File: config.mk
export PLATFORM = sky130hd
export DESIGN_NAME = sw_alloc_rr
export DESIGN_NICKNAME = d
export VERILOG_FILES = /design/src/rtl/sw_alloc_rr.sv
export SDC_FILE = /design/constraint.sdc
export NUM_CORES = 1
export LEC_CHECK = 0
export ABC_AREA = 1
export CAP_MARGIN = 0
export CORE_UTILIZATION = 50
export DETAILED_ROUTE_END_ITERATION = 6
export PLACE_DENSITY = 0.68
export SLEW_MARGIN = 20
export SYNTH_ARGS = -nofsm -noshare
export SYNTH_HDL_FRONTEND = slang
export SYNTH_SLANG_ARGS = --single-unit
File: constraint.sdc
create_clock -name clk -period 4.3 [get_ports clk]
set_input_delay 0.645 -clock clk [delete_from_list [all_inputs] [get_ports clk]]
set_output_delay 0.645 -clock clk [all_outputs]
set_load 0.05 [all_outputs]
File: src/rtl/sw_alloc_rr.sv
// Round-robin switch allocator: per-output RR arbitration with packet locking,
// producing a registered conflict-free allocation matrix for the crossbar control.
module sw_alloc_rr #(
  parameter int NUM_PORT     = 5,
  parameter int LOG_NUM_PORT = 3
) (
  input  logic                           clk,
  input  logic                           reset,
  input  logic [NUM_PORT*NUM_PORT-1:0]   reqVector,
  input  logic [NUM_PORT-1:0]            tailVector,
  input  logic [NUM_PORT-1:0]            outAvail,
  output logic [NUM_PORT*NUM_PORT-1:0]   allocVector,
  output logic [NUM_PORT-1:0]            grantVector,
  output logic [NUM_PORT-1:0]            lockVector
);

  localparam int N  = NUM_PORT;
  localparam int LW = LOG_NUM_PORT;

  typedef logic [LW-1:0] idx_t;
  typedef logic [N-1:0]  vec_t;

  function automatic vec_t lowest_bit(input vec_t v);
    return v & (~v + vec_t'(1));
  endfunction

  // Returns {found, index} of the first set bit of cand, scanning from start with wrap.
  function automatic logic [LW:0] rr_pick(input vec_t cand, input idx_t start);
    logic found;
    idx_t idx;
    int   j;
    found = 1'b0;
    idx   = '0;
    for (int k = 0; k < N; k++) begin
      j = int'(start) + k;
      if (j >= N) j = j - N;
      for (int i = 0; i < N; i++) begin
        if (!found && (i == j) && cand[i]) begin
          found = 1'b1;
          idx   = idx_t'(i);
        end
      end
    end
    return {found, idx};
  endfunction

  function automatic idx_t next_ptr(input idx_t w);
    return (w == idx_t'(N-1)) ? '0 : w + idx_t'(1);
  endfunction

  logic [N-1:0][LW-1:0] ptr;
  logic [N-1:0][LW-1:0] owner;
  logic [N-1:0]         lock;

  vec_t [N-1:0]         req_san;
  logic [N-1:0]         win_vld;
  logic [N-1:0][LW-1:0] win_idx;
  logic [N*N-1:0]       alloc_nxt;
  vec_t                 grant_nxt;

  logic [N*N-1:0]       alloc_p1;
  vec_t                 grant_p1;

  // Stage 0: sanitise requests, arbitrate each output column
  always_comb begin
    req_san = '0;
    for (int i = 0; i < N; i++)
      req_san[i] = lowest_bit(reqVector[i*N +: N]);
  end

  always_comb begin
    vec_t cand;
    cand      = '0;
    win_vld   = '0;
    win_idx   = '0;
    alloc_nxt = '0;
    for (int o = 0; o < N; o++) begin
      for (int i = 0; i < N; i++)
        cand[i] = req_san[i][o] & outAvail[o];
      if (lock[o]) begin
        win_vld[o] = cand[owner[o]];
        win_idx[o] = owner[o];
      end else begin
        {win_vld[o], win_idx[o]} = rr_pick(cand, ptr[o]);
      end
      for (int i = 0; i < N; i++)
        if (win_vld[o] && (win_idx[o] == idx_t'(i)))
          alloc_nxt[i*N + o] = 1'b1;
    end
  end

  always_comb begin
    grant_nxt = '0;
    for (int i = 0; i < N; i++)
      grant_nxt[i] = |alloc_nxt[i*N +: N];
  end

  // Stage 1: registered matrix plus per-output lock/owner/pointer state
  always_ff @(posedge clk) begin
    if (reset) begin
      alloc_p1 <= '0;
      grant_p1 <= '0;
      lock     <= '0;
      owner    <= '0;
      ptr      <= '0;
    end else begin
      alloc_p1 <= alloc_nxt;
      grant_p1 <= grant_nxt;
      for (int o = 0; o < N; o++) begin
        if (win_vld[o]) begin
          if (tailVector[win_idx[o]]) begin
            lock[o] <= 1'b0;
            ptr[o]  <= next_ptr(win_idx[o]);
          end else begin
            lock[o]  <= 1'b1;
            owner[o] <= win_idx[o];
          end
        end
      end
    end
  end

  assign allocVector = alloc_p1;
  assign grantVector = grant_p1;
  assign lockVector  = lock;

endmodule

# Word-level counts from Yosys, hierarchy flattened
# Index checks and enable logic that the tools add are counted.
# op_classes
n_addsub	55
magnitude_cmp	35
n_eq_ne	120
mux	480
bitwise_logic	40
reduce_logical	435
# op_table
operator	n
3-bit by 32-bit equality test with 1-bit output, first input constant	50
32-bit 2-to-1 mux	50
2-bit by 32-bit equality test with 1-bit output, first input constant	25
4-bit by 32-bit equality test with 1-bit output, first input constant	25
32-bit logical NOT	25
3-bit 2-to-1 mux	125
1-bit 2-to-1 mux	295
1-bit logical AND	270
1-bit logical NOT	120
4-bit by 3-bit subtractor with 5-bit output, second input constant	20
4-bit by 3-bit >= comparator with 1-bit output, second input constant	20
3-bit by 2-bit adder with 4-bit output, second input constant	10
3-bit by 4-bit less-than comparator with 1-bit output, second input constant	10
1-bit binary-select mux with 3-bit select	10
3-bit by 2-bit equality test with 1-bit output, second input constant	10
5-bit by 1-bit adder with 5-bit output, second input constant	5
1-bit bitwise AND	25
5-bit bitwise AND	5
5-bit inverter	5
5-bit OR reduction	5
3-bit by 1-bit adder with 4-bit output, second input constant	5
3-bit by 3-bit adder with 4-bit output, second input constant	5
2-bit AND reduction	10
3-bit by 3-bit subtractor with 4-bit output, second input constant	5
other kinds (6)	30
# word_totals
reg_bits	65
output_inout_bits	35

# Logic depth before layout (Yosys ltp)
# Gate-level depths: netlist of the first run.
# depth
ltp_word	131
depth_mapped	34
mapped_depth_nobuf	34

# Least setup slack after synthesis of the first run
# OpenSTA, ideal clock, no wires.
# synth_timing
path_type	register to register
from	register ptr[7] in the netlist's numbering
to	register ptr[8] in the netlist's numbering
t_arrival_ns	3.891
required_time_ns	4.231
setup_slack_ns	0.340
path_stages_with_launch	31
n_path_buf	0
synth_period_minus_slack_ns	3.960
path_cell_list	dfxtp_1 inv_1 ha_1 ha_1 inv_1 o21ai_0 nand2_1 nand3_2 nor2_1 nor2_1 nand3_2 nor2_4 nand4_2 nor2_2 nand4_2 nor2_2 nand4_2 nor2_2 nand4_1 nor2_2 nand2_1 nor2_2 nand2_1 nand2_1 nand2_1 nand2_2 inv_4 ha_1 nor2_1 nand2_1 o21ai_1
# synth_between
elab_chain_cells	130
word_cells_on_any_way	203
classes_between	add/sub: 10; order compare: 5; eq/ne: 21; mux: 88; reduce/logical: 79
# synth_rtl
element	line_no	source
from (decl)	51	logic [N-1:0][LW-1:0] ptr;
from (signal, indexed assignment)	113	ptr[o] <= next_ptr(win_idx[o]);
3-bit by 3-bit subtractor with 4-bit output / 3-bit >= comparator (equally long branches)	36	if (j >= N) j = j - N;
32-bit 2-to-1 mux	36	
32-bit 2-to-1 mux	80	if (lock[o]) begin
32-bit logical NOT	38	if (!found && (i == j) && cand[i]) begin
1-bit logical AND	38	
1-bit 2-to-1 mux	38	
1-bit 2-to-1 mux	80	
1-bit logical NOT	38	
(+113 left out)	n/a	
1-bit 2-to-1 mux	80	
1-bit logical NOT	38	
1-bit logical AND (2 in a row)	38	
3-bit 2-to-1 mux	38	
3-bit 2-to-1 mux	80	
1-bit binary-select mux with 3-bit select	111	if (tailVector[win_idx[o]]) begin
1-bit 2-to-1 mux (not written as such)	111	
2-bit AND reduction (no source line)	n/a	
# Parallel ways exist; a longest one is shown, timed or not. The select of a mux whose other input is x is not followed.
# A chain may end at the register's enable or synchronous reset.

# Final worst setup path of the first run
# layout_timing
from	register ptr[8] in the netlist's numbering
to	register ptr[7] in the netlist's numbering
# Same word-level chain as after synthesis.

==> results of run 1 <==
[cell families (layout without fill, tap and decap cells)]
group	Yosys count	count (layout)	share of synthesized area
xor gates and xnor gates	18	18	0.0152
muxes	3	3	0.00290
AOI/OAI and AO/OA	157	157	0.0908
adders and majority gates	95	95	0.118
and+or+nand+nor	1116	1116	0.531
buffers and inverters	291	483	0.116
DFF	65	65	0.125
[power by group]
part	switching [uW]	leakage, uW	internal (uW)
Combinational	3970	0.00592	2140
Sequential	112	0.000533	749
Clock	280	0.000155	478
[path summary, 6_finish.rpt]
kind             from  endpoint  slack, ns  cells past startpoint
max reg2reg    ptr[8]    ptr[7]       0.28                     27
min reg2reg  owner[2]  owner[2]       0.54                      4
max            ptr[8]    ptr[7]       0.28                     27
min          owner[2]  owner[2]       0.54                      4
[per-layer routing]
layer  wire, um  global-route usage
met5          0                   0
met1      14700               0.398
met4        975               0.105
met2      14100               0.476
met3       2010              0.0266
[worst max-delay path: stages (launching register included)]
cell     delay (ns)
dfxtp_1        0.42
buf_6          0.20
ha_1           0.30
nand2_1        0.19
a31oi_1        0.28
nor2_1         0.09
nand3_1        0.16
nand4_4        0.14
nor2_4         0.17
nand4_4        0.12
nor2_4         0.17
nand4_4        0.10
nor2_2         0.15
nand4_1        0.13
nor2_2         0.17
nand2_1        0.08
nor2_2         0.12
nand2_1        0.07
nand2_1        0.05
nand2_1        0.05
nand2_2        0.13
inv_4          0.07
buf_4          0.14
nand3_2        0.09
nand3_4        0.13
nand2_2        0.09
nand2_1        0.04
nor2_1         0.10
[layout make-up]
cell class                 count  area [um^2]
sequential                    65         1320
tap                          270          338
clock buffer                  11          253
multi-input combinational   1389         8230
timing repair buffer         194         1690
clock inverter                 5         53.8
fill                        1937         7370
inverter                     273         1050
[cells in the final DEF (no fill, tap or decap), types with 11 or more instances in the layout]
cell             instances
nor4_1                  25
nand3_1                167
o21ai_2                 11
a21oi_1                 45
nand4_1                 84
o21ai_0                 35
clkdlybuf4s50_1         69
nand2_2                 56
o21ai_1                 17
nand3_2                 49
nand2_4                 15
nor2_1                 230
xor2_1                  15
nor2_2                  29
inv_1                  227
buf_4                  113
ha_1                    70
dfxtp_1                 57
inv_2                   32
nand2_1                387
ha_4                    11
nor3_1                  31
[timing repair]
action | in CTS | in global routing
gates resized for setup | 0 | 116
setup endpoints to repair | 0 | 48
hold buffers | 0 | 0
buffers inserted | 0 | 21
[registers in the layout, summed over array words and instances (netlist names)]
name,count
owner,15
ptr,15
allocVector,25
lockVector,5
grantVector,5
[per-stage QoR]
stage	util	hold slack [ns]	area [um^2]
final	0.637	0.542	12900
after global placement	0.593	0.529	12000
after floorplan	-	0.509	10400
after detailed placement	0.593	0.533	12000
after global routing	0.637	0.581	12900
after CTS	0.608	0.541	12300
==> run_results.csv, run 1 <==
group,metric,value,unit
worst_setup_path,worst_setup_path_end_kind,"flop",
yosys,async_flop_share,0,
worst_setup_path,crit_fanout,11,
yosys,avgSynthCellArea,5.94,um^2
drt,postRouteWirelength,31.7,mm
finish,diodes,0,
yosys,synth_top_cells_by_area,"nand2_1 (14%), dfxtp_1 (13%), ha_1 (11%), inv_1 (8.7%), nor2_1 (8.5%)",
yosys,synth_fp_nets,1877,
sta,fmax,249,MHz
sta,setup_slack,0.278,ns
floorplanning,die_w,146,um
placement,place_inst,2172,
floorplanning,rows,52,
pwr,peakVddDrop,0.000433,V
sta,period_minus_slack,4.02,ns
yosys,netlist_top_cells_count,"nand2_1 (398), inv_1 (240), nor2_1 (235)",
floorplanning,coreArea,20300,um^2
yosys,synth-edff-count,0,
global_routing,grt_pass1_wl,51.1,mm
pwr,power_density,598,nW/um^2
pwr,power,7730,uW
sta,final_max_slew_viol_count,0,
clock_network,path_clk_slew,0.06,ns
yosys,ys_seq_elements,65,
sta,skew,0.00899,ns
sta,tns,0,ns
yosys,yosysMostFrequentCell,"nand2_1",
floorplanning,io_pins,72,
yosys,ys_warn_count,0,
finish,syn_to_final_growth,24.7,%
sta,hold_viol,0,
placement,place_ws,0.0141,ns
worst_hold_path,min_path_type,"reg -> reg",
drt,viasPerCell,5.47,
clock_network,cts_root_buf,"clkbuf_16",
clock_network,cts_buffer_depth,2,
yosys,ys.flop_type,"dfxtp_1",
finish,drive_above_1_share,0.213,
yosys,syn_inst,1745,
sta,fin_crit_sh,0.935,
clock_network,cts-buffers-inserted,9,
yosys,synth-seq-area-share,0.125,
worst_setup_path,crit_required,4.58,ns
placement,gp_congestion,0.968,
global_routing,grt_start_max_net_pins,39,
worst_setup_path,critPathKind,"reg -> reg",
drt,dr.pass1.iters,6,
drt,wl_per_cell,14.4,um
sta,worstMarginPinSlew,0.712,ns
global_routing,first_global_vias,10700,
drt,drtAntennaViolNets,0,
pwr,p_leak,0.00661,uW
flow_run,cap_violations,0,
global_routing,antenna_found_initial,0,
sta,setup_viol,0,
clock_network,h-tree-depth,3,
clock_network,cts_tree,"done",
finish,fin_nets,2064,
placement,port-buffer-count,71,
worst_setup_path,arrival,4.30,ns
yosys,syn-cell-area,10400,um^2
status,outcome,"finished, final reports clean",
floorplanning,fp.dieArea,21300,um^2
drt,drc_errors,0,
floorplanning,die_h,146,um
yosys,yosysTopAreaCellShare,0.144,
sta,slew_headroom,0.513,
placement,place_hpwl,25.3,mm
yosys,synth_area_leader_cell,"nand2_1",
global_routing,gr-total-overflow,0,
finish,final_cells,2207,
drt,drtIter0Drc,790,
global_routing,grt_usage,0.291,
floorplanning,start_util,0.511,
yosys,synth_cell_type_count,57,
clock_network,insertion_delay,0.35,ns
worst_setup_path,start_kind,"flop",
drt,vias,12100,
clock_network,cts_sinks,65,
Note: power is estimated with default switching activity, not from simulation.
==> run 2, diff against run 1 <==
--- a/config.mk
+++ b/config.mk
@@ -8,7 +8,9 @@
 export ABC_AREA = 1
 export CAP_MARGIN = 0
-export CORE_UTILIZATION = 50
+export CELL_PAD_IN_SITES_DETAIL_PLACEMENT = 0
+export CELL_PAD_IN_SITES_GLOBAL_PLACEMENT = 1
+export CORE_UTILIZATION = 43
 export DETAILED_ROUTE_END_ITERATION = 6
-export PLACE_DENSITY = 0.68
+export PLACE_DENSITY = 0.82
 export SLEW_MARGIN = 20
 export SYNTH_ARGS = -nofsm -noshare
==> constraint.sdc (replaced) <==
create_clock -name clk -period 4.3 [get_ports clk]
set_input_delay 0.645 -clock clk [delete_from_list [all_inputs] [get_ports clk]]
set_output_delay 0.645 -clock clk [all_outputs]
set_load 0.005 [all_outputs]
==> run_results.csv, run 2 (synthesis results as in run 1) <==
group,metric,value,unit
status,outcome,"finished, final reports clean",
finish,largest_reg_flops,25,
worst_setup_path,worst_setup_path_end_kind,"flop",
finish,fin_nets,2079,
placement,gp_congestion,0.941,
finish,multi_input_area,8230,um^2
worst_setup_path,path_buf_inv,3,
pwr,power_density,584,nW/um^2
sta,grt_setup_unrepaired,"yes",
global_routing,grt_start_max_net_pins,39,
drt,dr.pass1.iters,4,
sta,setup_viol,0,
sta,final_max_slew_viol_count,0,
worst_setup_path,arrival,4.25,ns
worst_setup_path,crit_required,4.51,ns
floorplanning,coreArea,23500,um^2
worst_setup_path,crit_fanout,7,
global_routing,first_global_vias,10700,
clock_network,cts_sinks,65,
global_routing,grt_usage,0.258,
clock_network,path_clk_slew,0.06,ns
finish,syn_to_final_growth,26.2,%
sta,fmax,247,MHz
worst_setup_path,critPathKind,"reg -> reg",
clock_network,cts_tree,"done",
pwr,peakVddDrop,0.000371,V
global_routing,gr-total-overflow,0,
sta,worstMarginPinSlew,0.768,ns
drt,drtAntennaViolNets,0,
sta,setup_slack,0.258,ns
drt,viasPerCell,5.17,
finish,drive_above_1_share,0.217,
clock_network,h-tree-depth,3,
worst_setup_path,critical_path.max_stage_delay,0.37,ns
drt,drc_errors,0,
sta,slew_headroom,0.484,
clock_network,cts_root_buf,"clkbuf_16",
worst_setup_path,start_kind,"flop",
worst_setup_path,critical_path.top_delay_family,"simple AND/OR/NAND/NOR gates",
worst_setup_path,worst_r2r_path_depth,28,
pwr,p_leak,0.00667,uW
sta,skew,0.00859,ns
worst_setup_path,cp_num_cells,28,
floorplanning,die_w,157,um
placement,place_ws,-0.184,ns
floorplanning,die_h,157,um
global_routing,grt_pass1_wl,51.5,mm
worst_setup_path,r2r_slack,0.26,ns
worst_setup_path,r2r_start,"ptr[0]",
sta,hold_viol,0,
drt,wl_per_cell,14.3,um
finish,diodes,0,
finish,regArea,1320,um^2
floorplanning,io_pins,72,
worst_setup_path,cp_slowest_cell,"dfxtp_2",
placement,place_hpwl,26.3,mm
sta,period_minus_slack,4.04,ns
floorplanning,rows,56,
clock_network,cts_buffer_depth,2,
worst_setup_path,r2r-end,"ptr[2]",
finish,most-common-layout-cells,"nand2_1 (391), inv_1 (230), nor2_1 (225), nand3_1 (165), buf_4 (129)",
worst_hold_path,min_path_type,"reg -> reg",
worst_setup_path,crit_end,"ptr[2]",
drt,postRouteWirelength,32.4,mm
floorplanning,fp.dieArea,24700,um^2
drt,drtIter0Drc,566,
flow_run,cap_violations,0,
clock_network,cts-buffers-inserted,9,
floorplanning,start_util,0.441,
global_routing,antenna_found_initial,0,
finish,fill_cells,2439,
placement,port-buffer-count,71,
finish,layout_commonest_cell,"nand2_1",
clock_network,insertion_delay,0.34,ns
sta,tns,0,ns
worst_setup_path,cp-startpoint,"ptr[0]",
drt,vias,11700,
sta,fin_crit_sh,0.940,
## run 2: how the worst min path moves through the flow
stage                   from        to  slack [ns]  cells past startpoint
floorplan           owner[2]  owner[2]        0.51                      4
global placement    owner[8]  owner[8]        0.54                      4
detailed placement  owner[8]  owner[8]        0.55                      4
CTS                 owner[8]  owner[8]        0.56                      4
global route        owner[8]  owner[8]        0.60                      4
finish              owner[2]  owner[2]        0.56                      4
## run 2: timing repair
action / 4_1_cts / 5_1_grt
setup endpoints to repair: 0 / 60
resized for setup: 0 / 119
buffers inserted: 0 / 20
hold buffers: 0 / 0
## run 2: metrics by stage
| stage | instances | power, uW | hold WS, ns | cell area [um^2] | utilization |
|---|---|---|---|---|---|
| after global placement | 2235 | 6370 | 0.542 | 12200 | 0.519 |
| after floorplan | 1745 | 4940 | 0.509 | 10400 | - |
| after global routing | 2271 | 8410 | 0.598 | 13100 | 0.556 |
| after detailed placement | 2235 | 6410 | 0.547 | 12200 | 0.519 |
| after CTS | 2251 | 7150 | 0.558 | 12500 | 0.530 |
| final | 2271 | 7640 | 0.556 | 13100 | 0.556 |
## run 2: area by class of cell
type	instances	area share
clock inverter	7	0.00392
sequential	65	0.101
timing repair buffer	209	0.137
clock buffer	9	0.0172
inverter	273	0.0815
tap	319	0.0305
multi-input combinational	1389	0.629
## run 2: power by group
group | internal (uW) | switching [uW]
clock network | 394 | 304
logic | 2240 | 3830
registers | 752 | 129
total | 3380 | 4260
## run 2: tightest hold or removal path, cell delays in order (launching register included)
cell and delay, ns:
dfxtp_1 0.31, inv_1 0.07, nand2_1 0.05, nand2_1 0.05
nor2_1 0.03
## run 2: per-layer routing
metal / track usage / up-vias / routed length, um
met2: 0.433 / 245 / 15000
met5: 0 / - / 0
met3: 0.0350 / 24 / 1640
met4: 0.0638 / 0 / 459
met1: 0.347 / 5320 / 15300
li1: - / 6149 / -
